`config.mk`:
```
export PLATFORM = sky130hd
export DESIGN_NAME = pkt139_fifo_reader
export DESIGN_NICKNAME = d
export VERILOG_FILES = /design/src/rtl/pkt139_fifo_reader.sv
export SDC_FILE = /design/constraint.sdc
export NUM_CORES = 1
export LEC_CHECK = 0
export ABC_AREA = 1
export ABC_CLOCK_PERIOD_IN_PS = 2700
export BUFFER_PORTS_ARGS = -buffer_cell sky130_fd_sc_hd__buf_2
export CORE_MARGIN = 5
export CORE_UTILIZATION = 55
export DETAILED_ROUTE_END_ITERATION = 8
export MAX_ROUTING_LAYER = met4
export PLACE_DENSITY = 0.95
export SLEW_MARGIN = 20
export SYNTH_ARGS = -nofsm -noshare
export SYNTH_HDL_FRONTEND = slang
export SYNTH_SLANG_ARGS = --single-unit
```
`constraint.sdc`:
```
create_clock -name clk -period 2.7 [get_ports clk]
set_input_delay 0.405 -clock clk [delete_from_list [all_inputs] [get_ports clk]]
set_output_delay 0.405 -clock clk [all_outputs]
set_load 0.05 [all_outputs]
```
`src/rtl/pkt139_fifo_reader.sv`:
```
// pkt139_fifo_reader: drains the 139-bit packet data FIFO and its companion
// packet-valid flag FIFO. Good packets are copied word-for-word downstream;
// packets flagged bad, with a bad head, or with no tail are flushed.
// Forward/drop/error events are counted in free-running wrapping counters.
// Read requests are decoded from the registered state and the FIFO status,
// so one word per clock can be drained from a show-ahead FIFO. Every
// downstream-facing output comes straight from a flop.
module pkt139_fifo_reader #(
    parameter logic [7:0] OUT_USEDW_MAX = 8'd160,
    parameter logic [7:0] MAX_WORDS     = 8'd100,
    parameter int         CNT_W         = 32
) (
    input  logic             clk,
    input  logic             reset,
    input  logic             in_data_empty,
    input  logic [138:0]     in_data,
    output logic             in_data_rdreq,
    input  logic             in_flag_empty,
    input  logic             in_flag,
    output logic             in_flag_rdreq,
    input  logic [7:0]       out_data_usedw,
    output logic             out_data_wrreq,
    output logic [138:0]     out_data,
    output logic             out_valid_wrreq,
    output logic             out_valid,
    output logic [CNT_W-1:0] cnt_fwd,
    output logic [CNT_W-1:0] cnt_drop,
    output logic [CNT_W-1:0] cnt_err
);

    // Downstream fill level at which an in-flight packet stops reading.
    localparam logic [7:0] USEDW_STALL = 8'd250;

    localparam logic [2:0] TYPE_HEAD = 3'b101;
    localparam logic [2:0] TYPE_TAIL = 3'b110;

    typedef enum logic [1:0] {
        IDLE   = 2'd0,
        DECIDE = 2'd1,
        FWD    = 2'd2,
        DROP   = 2'd3
    } state_t;

    state_t             state_reg, state_next;
    logic               armed_reg;
    logic               flag_reg, flag_next;
    logic [7:0]         word_cnt_reg, word_cnt_next;
    logic               drop_counted_reg, drop_counted_next;
    logic [138:0]       out_data_reg, out_data_next;
    logic               out_data_wrreq_reg, out_data_wrreq_next;
    logic               out_valid_wrreq_reg, out_valid_wrreq_next;
    logic               out_valid_reg, out_valid_next;
    logic [CNT_W-1:0]   cnt_fwd_reg, cnt_fwd_next;
    logic [CNT_W-1:0]   cnt_drop_reg, cnt_drop_next;
    logic [CNT_W-1:0]   cnt_err_reg, cnt_err_next;
    logic               data_rdreq_c;
    logic               flag_rdreq_c;

    logic [2:0]         word_type;
    logic [7:0]         word_cnt_inc;

    assign word_type    = in_data[138:136];
    assign word_cnt_inc = word_cnt_reg + 8'd1;

    // State and datapath registers; reset abandons any packet in flight.
    always_ff @(posedge clk or negedge reset) begin
        if (!reset) begin
            state_reg           <= IDLE;
            armed_reg           <= 1'b0;
            flag_reg            <= 1'b0;
            word_cnt_reg        <= 8'd0;
            drop_counted_reg    <= 1'b0;
            out_data_reg        <= '0;
            out_data_wrreq_reg  <= 1'b0;
            out_valid_wrreq_reg <= 1'b0;
            out_valid_reg       <= 1'b0;
            cnt_fwd_reg         <= '0;
            cnt_drop_reg        <= '0;
            cnt_err_reg         <= '0;
        end else begin
            state_reg           <= state_next;
            armed_reg           <= 1'b1;
            flag_reg            <= flag_next;
            word_cnt_reg        <= word_cnt_next;
            drop_counted_reg    <= drop_counted_next;
            out_data_reg        <= out_data_next;
            out_data_wrreq_reg  <= out_data_wrreq_next;
            out_valid_wrreq_reg <= out_valid_wrreq_next;
            out_valid_reg       <= out_valid_next;
            cnt_fwd_reg         <= cnt_fwd_next;
            cnt_drop_reg        <= cnt_drop_next;
            cnt_err_reg         <= cnt_err_next;
        end
    end

    // Next-state, FIFO pops, downstream writes and event counting.
    always_comb begin
        state_next           = state_reg;
        flag_next            = flag_reg;
        word_cnt_next        = word_cnt_reg;
        drop_counted_next    = drop_counted_reg;
        out_data_next        = out_data_reg;
        out_data_wrreq_next  = 1'b0;
        out_valid_wrreq_next = 1'b0;
        out_valid_next       = 1'b0;
        cnt_fwd_next         = cnt_fwd_reg;
        cnt_drop_next        = cnt_drop_reg;
        cnt_err_next         = cnt_err_reg;
        data_rdreq_c         = 1'b0;
        flag_rdreq_c         = 1'b0;

        case (state_reg)
            IDLE: begin
                // armed_reg keeps the pops low during and just after reset.
                if (armed_reg && !in_flag_empty && (out_data_usedw < OUT_USEDW_MAX)) begin
                    flag_rdreq_c = 1'b1;
                    flag_next    = in_flag;
                    state_next   = DECIDE;
                end
            end

            DECIDE: begin
                word_cnt_next = 8'd0;
                if (flag_reg) begin
                    drop_counted_next = 1'b0;
                    state_next        = FWD;
                end else begin
                    drop_counted_next = 1'b1;
                    state_next        = DROP;
                end
            end

            FWD: begin
                if (!in_data_empty && (out_data_usedw < USEDW_STALL)) begin
                    data_rdreq_c = 1'b1;
                    if ((word_cnt_reg == 8'd0) && (word_type != TYPE_HEAD)) begin
                        // Malformed start: nothing goes downstream.
                        cnt_err_next      = cnt_err_reg + 1'b1;
                        drop_counted_next = 1'b0;
                        state_next        = (word_type == TYPE_TAIL) ? IDLE : DROP;
                    end else if (word_type == TYPE_TAIL) begin
                        out_data_next        = in_data;
                        out_data_wrreq_next  = 1'b1;
                        out_valid_wrreq_next = 1'b1;
                        out_valid_next       = 1'b1;
                        cnt_fwd_next         = cnt_fwd_reg + 1'b1;
                        state_next           = IDLE;
                    end else if (word_cnt_inc == MAX_WORDS) begin
                        // Runaway packet: close it with a forced tail marked bad.
                        out_data_next        = {TYPE_TAIL, 4'd0, in_data[131:0]};
                        out_data_wrreq_next  = 1'b1;
                        out_valid_wrreq_next = 1'b1;
                        out_valid_next       = 1'b0;
                        cnt_err_next         = cnt_err_reg + 1'b1;
                        drop_counted_next    = 1'b0;
                        state_next           = DROP;
                    end else begin
                        out_data_next       = in_data;
                        out_data_wrreq_next = 1'b1;
                        word_cnt_next       = word_cnt_inc;
                    end
                end
            end

            DROP: begin
                if (!in_data_empty) begin
                    data_rdreq_c = 1'b1;
                    if (word_type == TYPE_TAIL) begin
                        if (drop_counted_reg) begin
                            cnt_drop_next = cnt_drop_reg + 1'b1;
                        end
                        state_next = IDLE;
                    end
                end
            end

            default: begin
                state_next = IDLE;
            end
        endcase
    end

    assign in_data_rdreq   = data_rdreq_c;
    assign in_flag_rdreq   = flag_rdreq_c;
    assign out_data        = out_data_reg;
    assign out_data_wrreq  = out_data_wrreq_reg;
    assign out_valid_wrreq = out_valid_wrreq_reg;
    assign out_valid       = out_valid_reg;
    assign cnt_fwd         = cnt_fwd_reg;
    assign cnt_drop        = cnt_drop_reg;
    assign cnt_err         = cnt_err_reg;

endmodule

```
==> results of run 1 <==
## cell families (layout without fill, tap and decap cells)
family                   count (synthesis)  in the layout  share of synthesized area [%]
AO/OA/AOI/OAI                           64             64                           2.78
XOR/XNOR                                79             79                           5.78
adder cells (fa/ha/maj)                  6              6                          0.627
buffers and inverters                  153            562                           5.19
flip-flops                             251            251                           52.5
other                                    1              4                         0.0313
AND/OR/NAND/NOR                        976            976                           33.1
## worst max-delay path: stages, from the launching register on
cell and delay [ps]:
dfrtp_1 420, nor2_2 290, nand3_2 200, nand2_1 110, buf_2 280
## layer usage
layer	GRT usage (%)	routed length [microns]	vias to the layer above
li1	-	-	5508
met1	33.7	12800	5469
met2	49.9	17900	593
met3	4.73	2920	131
met4	13.6	1990	0
met5	-	0	-
## area by class of cell
cell class              count  area [sq um]
repair buffers            404          2160
clock buffers              40           774
well taps                 280           350
flip-flops and latches    251          6280
fillers                  1637          6460
clock inverters             6          92.6
inverters                 112           423
diodes                      3          7.51
multi-input cells        1126          5070
## synth_stat cells, drive strengths merged
master	instances	area, sq um
a21boi	1	7.51
a21oi	6	30.0
a31oi	1	6.26
and3	1	6.26
buf	23	134
clkbuf	18	67.6
conb	1	3.75
dfrtp	251	6280
ha	6	75.1
inv	112	420
nand2	729	2750
nand3	47	245
nand3b	9	67.6
nand4	21	146
nor2	124	495
nor3	39	200
nor3b	2	25.0
nor4	3	18.8
o211ai	1	7.51
o21a	1	7.51
o21ai	53	265
o22a	1	8.76
or2	1	6.26
xnor2	17	149
xor2	62	543
## power by group
group	switching, mW	internal, mW	total, mW
combinational	5.58	1.42	7.00
sequential	0.679	4.81	5.49
clock	1.49	2.16	3.65
total	7.75	8.40	16.1
## worst min path at each step
stage,end,cells past startpoint,slack (ps)
2_1_floorplan,armed_reg,0,110
3_3_place_gp,cnt_drop[16],1,450
3_5_place_dp,out_data[19],2,450
4_1_cts,out_data[96],3,60
5_1_grt,out_data[37],3,70
6_report,out_data[12],3,70
## metrics by stage
step	power (mW)	std cells	hold WS, ps	setup slack, ps
after floorplan	10.5	1530	109	678
after global placement	12.3	2172	448	534
after detailed placement	12.5	2172	453	462
after CTS	16.2	2219	55.3	449
after global routing	16.9	2222	70.5	345
final	16.1	2222	73.8	462
==> flow_results.org, run 1 <==
** Status
- The flow ran to the end, and the final reports show no timing, DRC or antenna violations.

** Final layout
- P&R area growth vs syn :: 26.6%
- The post-route netlist has 23.9% of its cells at a drive strength greater than 1.
- Final cell area excluding filler cells :: 15200 sq um
- The register with the most flip-flops in the layout has 139 of them.
- After the last flow step, the layout net total stands at 2079.
- The library cell used most frequently in the layout, excluding fill and tap cells, is nand2_1.
- Leading cell types in the layout, fill and taps excluded :: nand2_1, buf_2, dfrtp_1
- Cells fill 70.1% of the core in the end.

** Placement
- The placed instances occupy a cell area of 14300 sq um.
- At the end of routability-driven placement, the weighted congestion stood at 0.959.
- Once detailed placement completed, the half-perimeter wirelength came to 26500 microns.
- Port bufs :: 390

** Timing
- Slew Limit Headroom :: 57.0%
- Total of endpoints with negative setup slack in the final report :: 0
- The number of pins exceeding their max-slew limit in the final report was 0.
- The number of failing hold endpoints at the final stage was 0.
- Setup repair after global routing left no endpoint under its margin.
- Static timing analysis puts the maximum clock frequency at 0.447 GHz.
- The worst path uses 82.9% of the clock period.
- At the pin with the least slew margin, the transition time is 646 ps.
- Total Negative Setup Slacks :: 0 ps
- Final Skew :: 13.3 ps
- Minimum clock period after layout :: 2240 ps

** Worst setup path
- Data required time at the worst endpoint :: 2300 ps
- STA classifies the critical path endpoint as an output pin.
- For flop-to-flop paths, the worst setup slack is 560 ps.
- Kind of launch point of the worst setup path :: flop
- Data arrives at the worst endpoint at 1830 ps.
- The worst register-to-register path begins at word_cnt_reg[0].
- The worst register-to-register path ends at cnt_err[22].
- The critical path is of the flop to output pin type.
- CP Capture Point :: in_data_rdreq
- Max FO, Critical Path :: 7
- Counting cells, the worst reg-to-reg path comes to 11.
- The critical path starts at state_reg[0].

** Routing
- The routed design has 35700 microns of wire.
- Count of antenna-violating nets left after detailed routing :: 0
- The first routing iteration left 888 violations.
- Total via count in the routed design :: 11700
- Final routed DRC violation total :: 0
- WL per Instance :: 16.0 microns
- Via density per instance :: 5.27
- For this run, the detailed router's first-pass iteration total came to 7.

** Clock network
- Number of clock sinks seen by CTS :: 251
- Clock root buffer :: clkbuf_16
- The number of setup buffers added after CTS is 0.
- CTS H-tree depth :: 1
- TritonCTS created 26 clock buffers.
- Clock insertion delay at the later pin of the skew report :: 530 ps
- Clock-pin slew reported for the worst setup and hold paths after clock tree synthesis :: 60 ps
- TritonCTS built the clock tree.
- Once the clock tree was built, the resizer swapped 0 gates to a different size.
- Number of hold buffers added after CTS :: 1
- CTS Buffer Depth :: 3

** Die
- The die covers 24800 sq um.
- The die is 158 microns tall.
- Horizontal die dimension :: 158 microns
- Effective utilization at floorplan :: 55.4%
- The initialized floorplan defines 54 standard-cell rows.
- Pin placement for this block handled 392 I/O pins.
- CORE AREA :: 21600 sq um

** Pwr
- In this run the static leakage power is 8.32 nW.
- Power per Cell Area :: 1070 nW/um^2
- Worst supply voltage drop on vdd :: 0.971 mV

** Synthesis
- The number of nets in the synthesized netlist is 1688.
- Number of library cell types mapped by synthesis :: 35
- The synthesized design contains 251 register bits.
- A synthesized cell averages 7.82 sq um.
- Sequential elements use 52.5% of the synthesized area.
- The cell count after synthesis came out at 1530.
- Count of synthesis-stage warnings from yosys :: 0
- Post-Syn Area :: 12000 sq um

** GRT
- Number of global-route vias before repair :: 11600
- Global-route usage over all layers :: 29.2%
- Initial antenna violation count :: 3
- Entering global routing, the biggest net connects 97 pins.
- Total overflow reported by the global router :: 0
- Global-route wire length before repair :: 57200 microns

** Flow run
- # Max-Cap Violations :: 0

** Min path
- The tightest min-delay check is of the input pin to flop type.
- Hold wc startpoint :: in_data[12]
(Power assumes the default switching activity.)
==> run 2: changes to the inputs <==
Settings changed: ABC_CLOCK_PERIOD_IN_PS 2700 to 1800, CORE_UTILIZATION 55 to 46, PLACE_DENSITY 0.95 to 0.86.
Clock period 2.7 ns to 1.8 ns, I/O delays scaled along.
==> run 2 against run 1 <==
The run now ends with setup timing left. Global-route usage rose by 0.19 points. Non-clock buffer count rose by 206. Clock power rose by 60%. Critical path depth rose by 8. Sequential cell count did not move. Worst setup slack got worse by 620 ps. Wire length rose by 25%. Sequential share of layout area fell by 6.3 points. Count of clock-buffer cells in the layout fell by 9. Via count rose by 14%. Die area rose by 18%. Critical path type is now flop to flop. Critical endpoint is now cnt_err[23]. Largest power group unchanged.
==> flow_results.org, run 2 (synthesis results as in run 1) <==
** Pwr
- Leakage dissipation :: 9.51 nW
- Worst supply voltage drop on vdd :: 1.41 mV
- After layout, the design draws a total of 26.3 mW.
- Power per Cell Area :: 1460 nW/um^2

** Timing
- Slew Limit Fails :: 0
- In the final timing run, aggregate negative setup slack is -3870 ps.
- Hold timing on the final database bottoms out at a slack of 11.8 ps.
- Setup repair after global routing missed its margin :: yes
- Final Skew :: 20.3 ps
- Minimum clock period after layout :: 1960 ps
- PnR worst setup slack :: -160 ps
- Setup violations remaining at the end of the flow were counted as 31.
- Static timing analysis puts the maximum clock frequency at 0.510 GHz.
- The number of failing hold endpoints at the final stage is 0.
- Tcrit/Tclk final :: 109%

** Worst setup path
- The critical path is of the flop to flop type.
- Worst flop-to-flop path startpoint :: word_cnt_reg[0]
- Reg2Reg Depth :: 12
- Endpoint class of the critical path :: flop
- Crit path from :: word_cnt_reg[0]
- Data on the critical path is required at its endpoint by 2230 ps.
- Max FO, Critical Path :: 8
- The worst setup path is launched from a flop.
- Data arrives at the worst endpoint at 2390 ps.

** Routing
- In this run the remaining antenna-violating nets after routing total 0.
- Final routed wirelength across all metal layers :: 44700 microns
- In the final routed layout, each cell accounts on average for 18.0 microns.
- TritonRoute pass-1 iters :: 6
- Final routed DRC violation total :: 0
- For this block, the initial DRC count from the detailed router was 1326.
- Via density per instance :: 5.36
- Total via count in the routed design :: 13300

** Final layout
- The top cell types in the final layout, fill and taps aside, are nand2_1, buf_2, dfrtp_1.
- Final Util :: 69.4%
- Number of flip-flops in the largest register :: 139
- Layout net count :: 2286
- Most common cell after layout, fill and taps aside :: nand2_1
- Fill cells in the final layout number 1814.
- Of the cells placed in the final design, the portion with a size suffix greater than 1 is 29.4%.
- P&R area growth vs syn :: 49.8%
- After routing the design area is 17900 sq um.

** Clock network
- Number of clock sinks seen by CTS :: 251
- CTS H-tree depth :: 1
- TritonCTS built the clock tree.
- The clock passes through at most 3 buffers.
- Clock-pin slew reported for the worst setup and hold paths after clock tree synthesis :: 60 ps
- The clock reaches the later pin of the worst-skew pair after 540 ps.
- Buffers inserted during clock tree synthesis total 27.
- In this run the clock root is driven by a clkbuf_16.

** Placement
- At the end of routability-driven placement, the weighted congestion stood at 0.972.
- Port bufs :: 390
- Instance area after placement :: 14700 sq um
- Summed over all nets, the half-perimeter wirelength after detailed placement is 26700 microns.

** Die
- CORE AREA :: 25800 sq um
- For this configuration, the core starts out at a cell density of 46.3%.
- Area of the die :: 29400 sq um
- 392 I/O pins were placed.
- The die is 171 microns tall.
- Std cell rows :: 59
- Horizontal die dimension :: 171 microns

** GRT
- The first global-routing pass estimated 67700 microns of wire.
- Initial antenna violation count :: 3
- The via count of the first global-routing pass came to 13300.
- Global-route usage over all layers :: 29.3%
- Maximum number of pins on one net before global-route repair :: 72
- Total overflow reported by the global router :: 0

** Flow run
- Across the run, the number of max-cap violations was 0.

** Min path
- Hold crit path type :: input pin to flop
- The startpoint identified for the worst hold timing path is in_data[135].
- Along the worst hold path, the cell count comes to 3.

** Status
- Result of the run :: finished with violations
- Violated checks :: setup timing
-- run 2: cell types whose count changed in the layout (fill, tap and decap cells not counted), sizes merged --
cell         previous run  this run
buf                   403       470
bufinv                  2         4
clkbuf                 40        33
clkinv                  2        10
dlygate4sd3             1       138
inv                   112       113
-- run 2: path summary, 6_finish.rpt --
check | endpoint | slack [ps]
setup / recovery | cnt_err[23] | -160
hold / removal | out_data[135] | 10
setup reg to reg | cnt_err[23] | -160
hold reg to reg | out_data[40] | 470
max in group asynchronous | cnt_fwd[2] | 820
min in group asynchronous | cnt_fwd[12] | 240
-- run 2: layer usage --
metal	track usage [%]	routed length (microns)	vias to the layer above	share of wire, %
met5	-	0	-	0
met4	15.9	3150	0	7.0
met3	4.62	3850	246	8.6
met2	49.3	22100	889	50
met1	33.9	15600	6261	35
li1	-	-	5929	-
-- run 2: what timing repair did --
action / in CTS / in global routing
setup endpoints to repair: 119 / 119
buffers inserted: 15 / 12
endpoints found under the hold margin: 239 / 0
gates resized for setup: 51 / 103
hold buffers: 138 / 0
pin swaps: 4 / 19
cloned: 7 / 2
-- run 2: stage by stage --
stage | cells | worst slack, ps
floorplan | 1530 | -18.5
global placement | 2264 | -24.8
detailed placement | 2264 | -97.8
CTS | 2471 | -82.9
global route | 2485 | -215
finish | 2485 | -160
-- run 2: critical path, cell delays in order, from the launching register on --
cell and delay, ps:
dfrtp_2 440, ha_4 190, nand3_4 80, o21ai_2 170
nand2_2 100, nor2_4 120, nand2_4 80, nand2_4 80
nand3_4 130, buf_8 180, buf_16 150, nand2_2 70
o21ai_2 50
-- run 2: cell type report --
| cell class | count | area [sq um] | area share (%) |
|---|---|---|---|
| diodes | 3 | 7.51 | 0.0418 |
| clock buffers | 31 | 711 | 3.96 |
| clock inverters | 17 | 224 | 1.25 |
| inverters | 112 | 440 | 2.46 |
| multi-input cells | 1126 | 5460 | 30.4 |
| flip-flops and latches | 251 | 6300 | 35.1 |
| well taps | 335 | 419 | 2.34 |
| repair buffers | 610 | 4380 | 24.4 |
-- run 2: power breakdown --
| group | leakage (nW) | switching (mW) | internal (mW) |
|---|---|---|---|
| Clock | 0.454 | 2.40 | 3.44 |
| Sequential | 3.22 | 1.19 | 7.24 |
| Combinational | 5.83 | 9.04 | 2.97 |
==> run 3: changes to the inputs <==
Settings changed: HOLD_SLACK_MARGIN set to 0.06.
==> run 3 against run 2 <==
The flow still finishes with violations (setup timing). Total power hardly changed. Critical path type unchanged. Cell area is 0.29% higher. Highest routed layer unchanged. Sequential share of layout area is 0.10 points lower. Global-route usage hardly changed. Sequential power hardly changed. Wire length hardly changed. Largest cell class unchanged.
==> flow_results.org, run 3 (synthesis results as in run 1) <==
** Pwr
- Leakage dissipation :: 9.54 nW
- Summed over all nets, the switching power comes to 12.6 mW.
- Per report_power, the combinational group accounts for 45.7% of the total.
- IR analysis of the VDD net gives a maximum drop of 1.42 mV.
- Of the total power, registers draw 32.0%.
- Portion of total power attributed to the clock network :: 22.3%
- Pint :: 13.6 mW
- Switching power as a share of total power :: 48.1%
- Power per Cell Area :: 1460 nW/um^2

** Worst setup path
- The worst setup path is captured at a flop.
- For the worst setup path, the data arrival time is 2390 ps.
- The critical path is of the flop to flop type.
- Data required time at the worst endpoint :: 2230 ps
- Kind of launch point of the worst setup path :: flop
- Max FO, Critical Path :: 8

** Final layout
- Fraction of layout cells with a size suffix above 1 :: 29.5%
- Leaving out fill and tap cells, the most frequent cell in the layout is nand2_1.
- Layout net count :: 2289
- Number of flip-flops in the largest register :: 139
- P&R area growth vs syn :: 50.3%
- Leading cell types in the layout, fill and taps excluded :: nand2_1, buf_2, dfrtp_1

** Timing
- Setup violations remaining at the end of the flow were counted as 30.
- Total Negative Setup Slacks :: -3730 ps
- Setup repair after global routing could not meet its margin everywhere.
- Slew Limit Fails :: 0
- Tcrit/Tclk final :: 108%
- Clock skew on the completed layout was measured at 24.0 ps.
- Fmax :: 0.512 GHz
- Final hold analysis gives a worst-case slack of 170 ps.
- Minimum clock period after layout :: 1950 ps
- Once routing completed, OpenROAD measured the worst setup slack at -152 ps.
- Number of failing hold endpoints at the final stage :: 0

** GRT
- The first global-routing pass estimated 67700 microns of wire.
- Number of global-route vias before repair :: 13400
- Total overflow reported by the global router :: 0
- Global-route usage over all layers :: 29.3%
- The initial antenna violation count was 3.
- Maximum number of pins on one net before global-route repair :: 72

** Routing
- Via density per instance :: 5.35
- In the final routed layout, each cell accounts on average for 18.0 microns.
- Summed over all nets, wire length on met3 after detailed routing comes to 3640 microns.
- After detailed routing, the wire length on met1 is 15800 microns.
- Met2 wire length :: 22100 microns
- Summed over all layers, the routed wires come to 44700 microns.
- In this run the remaining antenna-violating nets after routing total 0.
- For this run, the detailed router's first-pass iteration total came to 5.
- For this block, the initial DRC count from the detailed router was 1358.
- Top routing layer in use :: met4
- Final routed DRC violation total :: 0
- For this block, the via count after detailed routing is 13300.

** Die
- Ports placed on the boundary :: 392
- The initialized floorplan defines 59 standard-cell rows.
- CORE AREA :: 25800 sq um
- Die Y :: 171 microns
- The die covers 29400 sq um.
- Horizontal die dimension :: 171 microns
- Effective utilization at floorplan :: 46.3%

** Clock network
- Inserted Clock Buffers :: 27
- Number of clock sinks seen by CTS :: 251
- TritonCTS clock tree :: yes
- Clock root buffer :: clkbuf_16
- CTS H-tree depth :: 1
- The later pin in the worst-skew pair is clocked with a latency of 550 ps.
- Clock-pin slew reported for the worst setup and hold paths after clock tree synthesis :: 60 ps
- CTS Buffer Depth :: 3

** Status
- The checks that failed: setup timing.
- Result of the run :: finished with violations

** Placement
- Buffers placed on the I/O ports in this run total 390.
- Detailed placement ended at an HPWL of 26700 microns.
- RePlAce Congestion :: 0.972

** Min path
- The path class of the tightest hold or removal check is input pin to flop.

** Flow run
- # Max-Cap Violations :: 0
## run 3: cell count changes in the layout (fill, tap and decap cells not counted), sizes merged
| cell | change |
|---|---|
| dlygate4sd3 | +3 |
## run 3: per-layer routing
metal  track usage, %  vias up
li1                 -     5939
met2             49.1      865
met4             16.3        0
met1             33.7     6251
met3             4.60      255
met5                -        -
## run 3: through the flow
stage | total power [mW] | util [%] | worst slack [ps] | instance area (sq um) | std cells
2_1_floorplan | 15.8 | - | -18.5 | 12000 | 1530
3_3_place_gp | 18.6 | 56.9 | -24.8 | 14700 | 2264
3_5_place_dp | 18.9 | 56.9 | -97.8 | 14700 | 2264
4_1_cts | 25.5 | 67.8 | -82.9 | 17500 | 2474
5_1_grt | 27.3 | 69.6 | -215 | 18000 | 2488
6_report | 26.3 | 69.6 | -152 | 18000 | 2488
## run 3: worst paths after layout
kind / start / to / slack, ps / cells after the start
setup reg to reg: word_cnt_reg[0] / cnt_err[23] / -150 / 12
hold / removal: in_flag_empty / flag_reg / 170 / 6
max in group asynchronous: reset / cnt_fwd[2] / 820 / 3
setup / recovery: word_cnt_reg[0] / cnt_err[23] / -150 / 12
hold reg to reg: out_data[9] / out_data[9] / 470 / 2
min in group asynchronous: reset / cnt_fwd[12] / 240 / 2
## run 3: repair_timing
action,CTS,global route
hold endpoints to repair,364,0
resized for setup,51,109
setup endpoints to repair,119,118
setup buffers,15,12
pin swaps,4,20
hold buffers,141,0
cloned,7,2
## run 3: layout make-up
cell class	count	area (sq um)
fill	1806	7850
clock inverter	17	224
tap	335	419
multi-input combinational	1126	5480
timing repair buffer	613	4410
inverter	112	440
sequential	251	6300
clock buffer	31	711
antenna	3	7.51
## run 3: power by group through the flow
| stage | Clock, mW | Combinational, mW | Sequential (mW) |
|---|---|---|---|
| floorplan | 0 | 2.22 | 13.6 |
| global placement | 0 | 10.4 | 8.23 |
| detailed placement | 0 | 10.6 | 8.29 |
| CTS | 5.93 | 11.4 | 8.25 |
| global route | 6.17 | 12.5 | 8.59 |
| finish | 5.85 | 12.0 | 8.42 |
## run 3: worst max-delay path, cell delays in order (launching register included)
cell and delay, ps:
dfrtp_2 440, ha_4 190, nand3_4 80, o21ai_2 170, nand2_2 100, nor2_4 120
nand2_4 80, nand2_4 80, nand3_4 130, buf_8 180, buf_16 150, nand2_2 70
o21ai_2 50
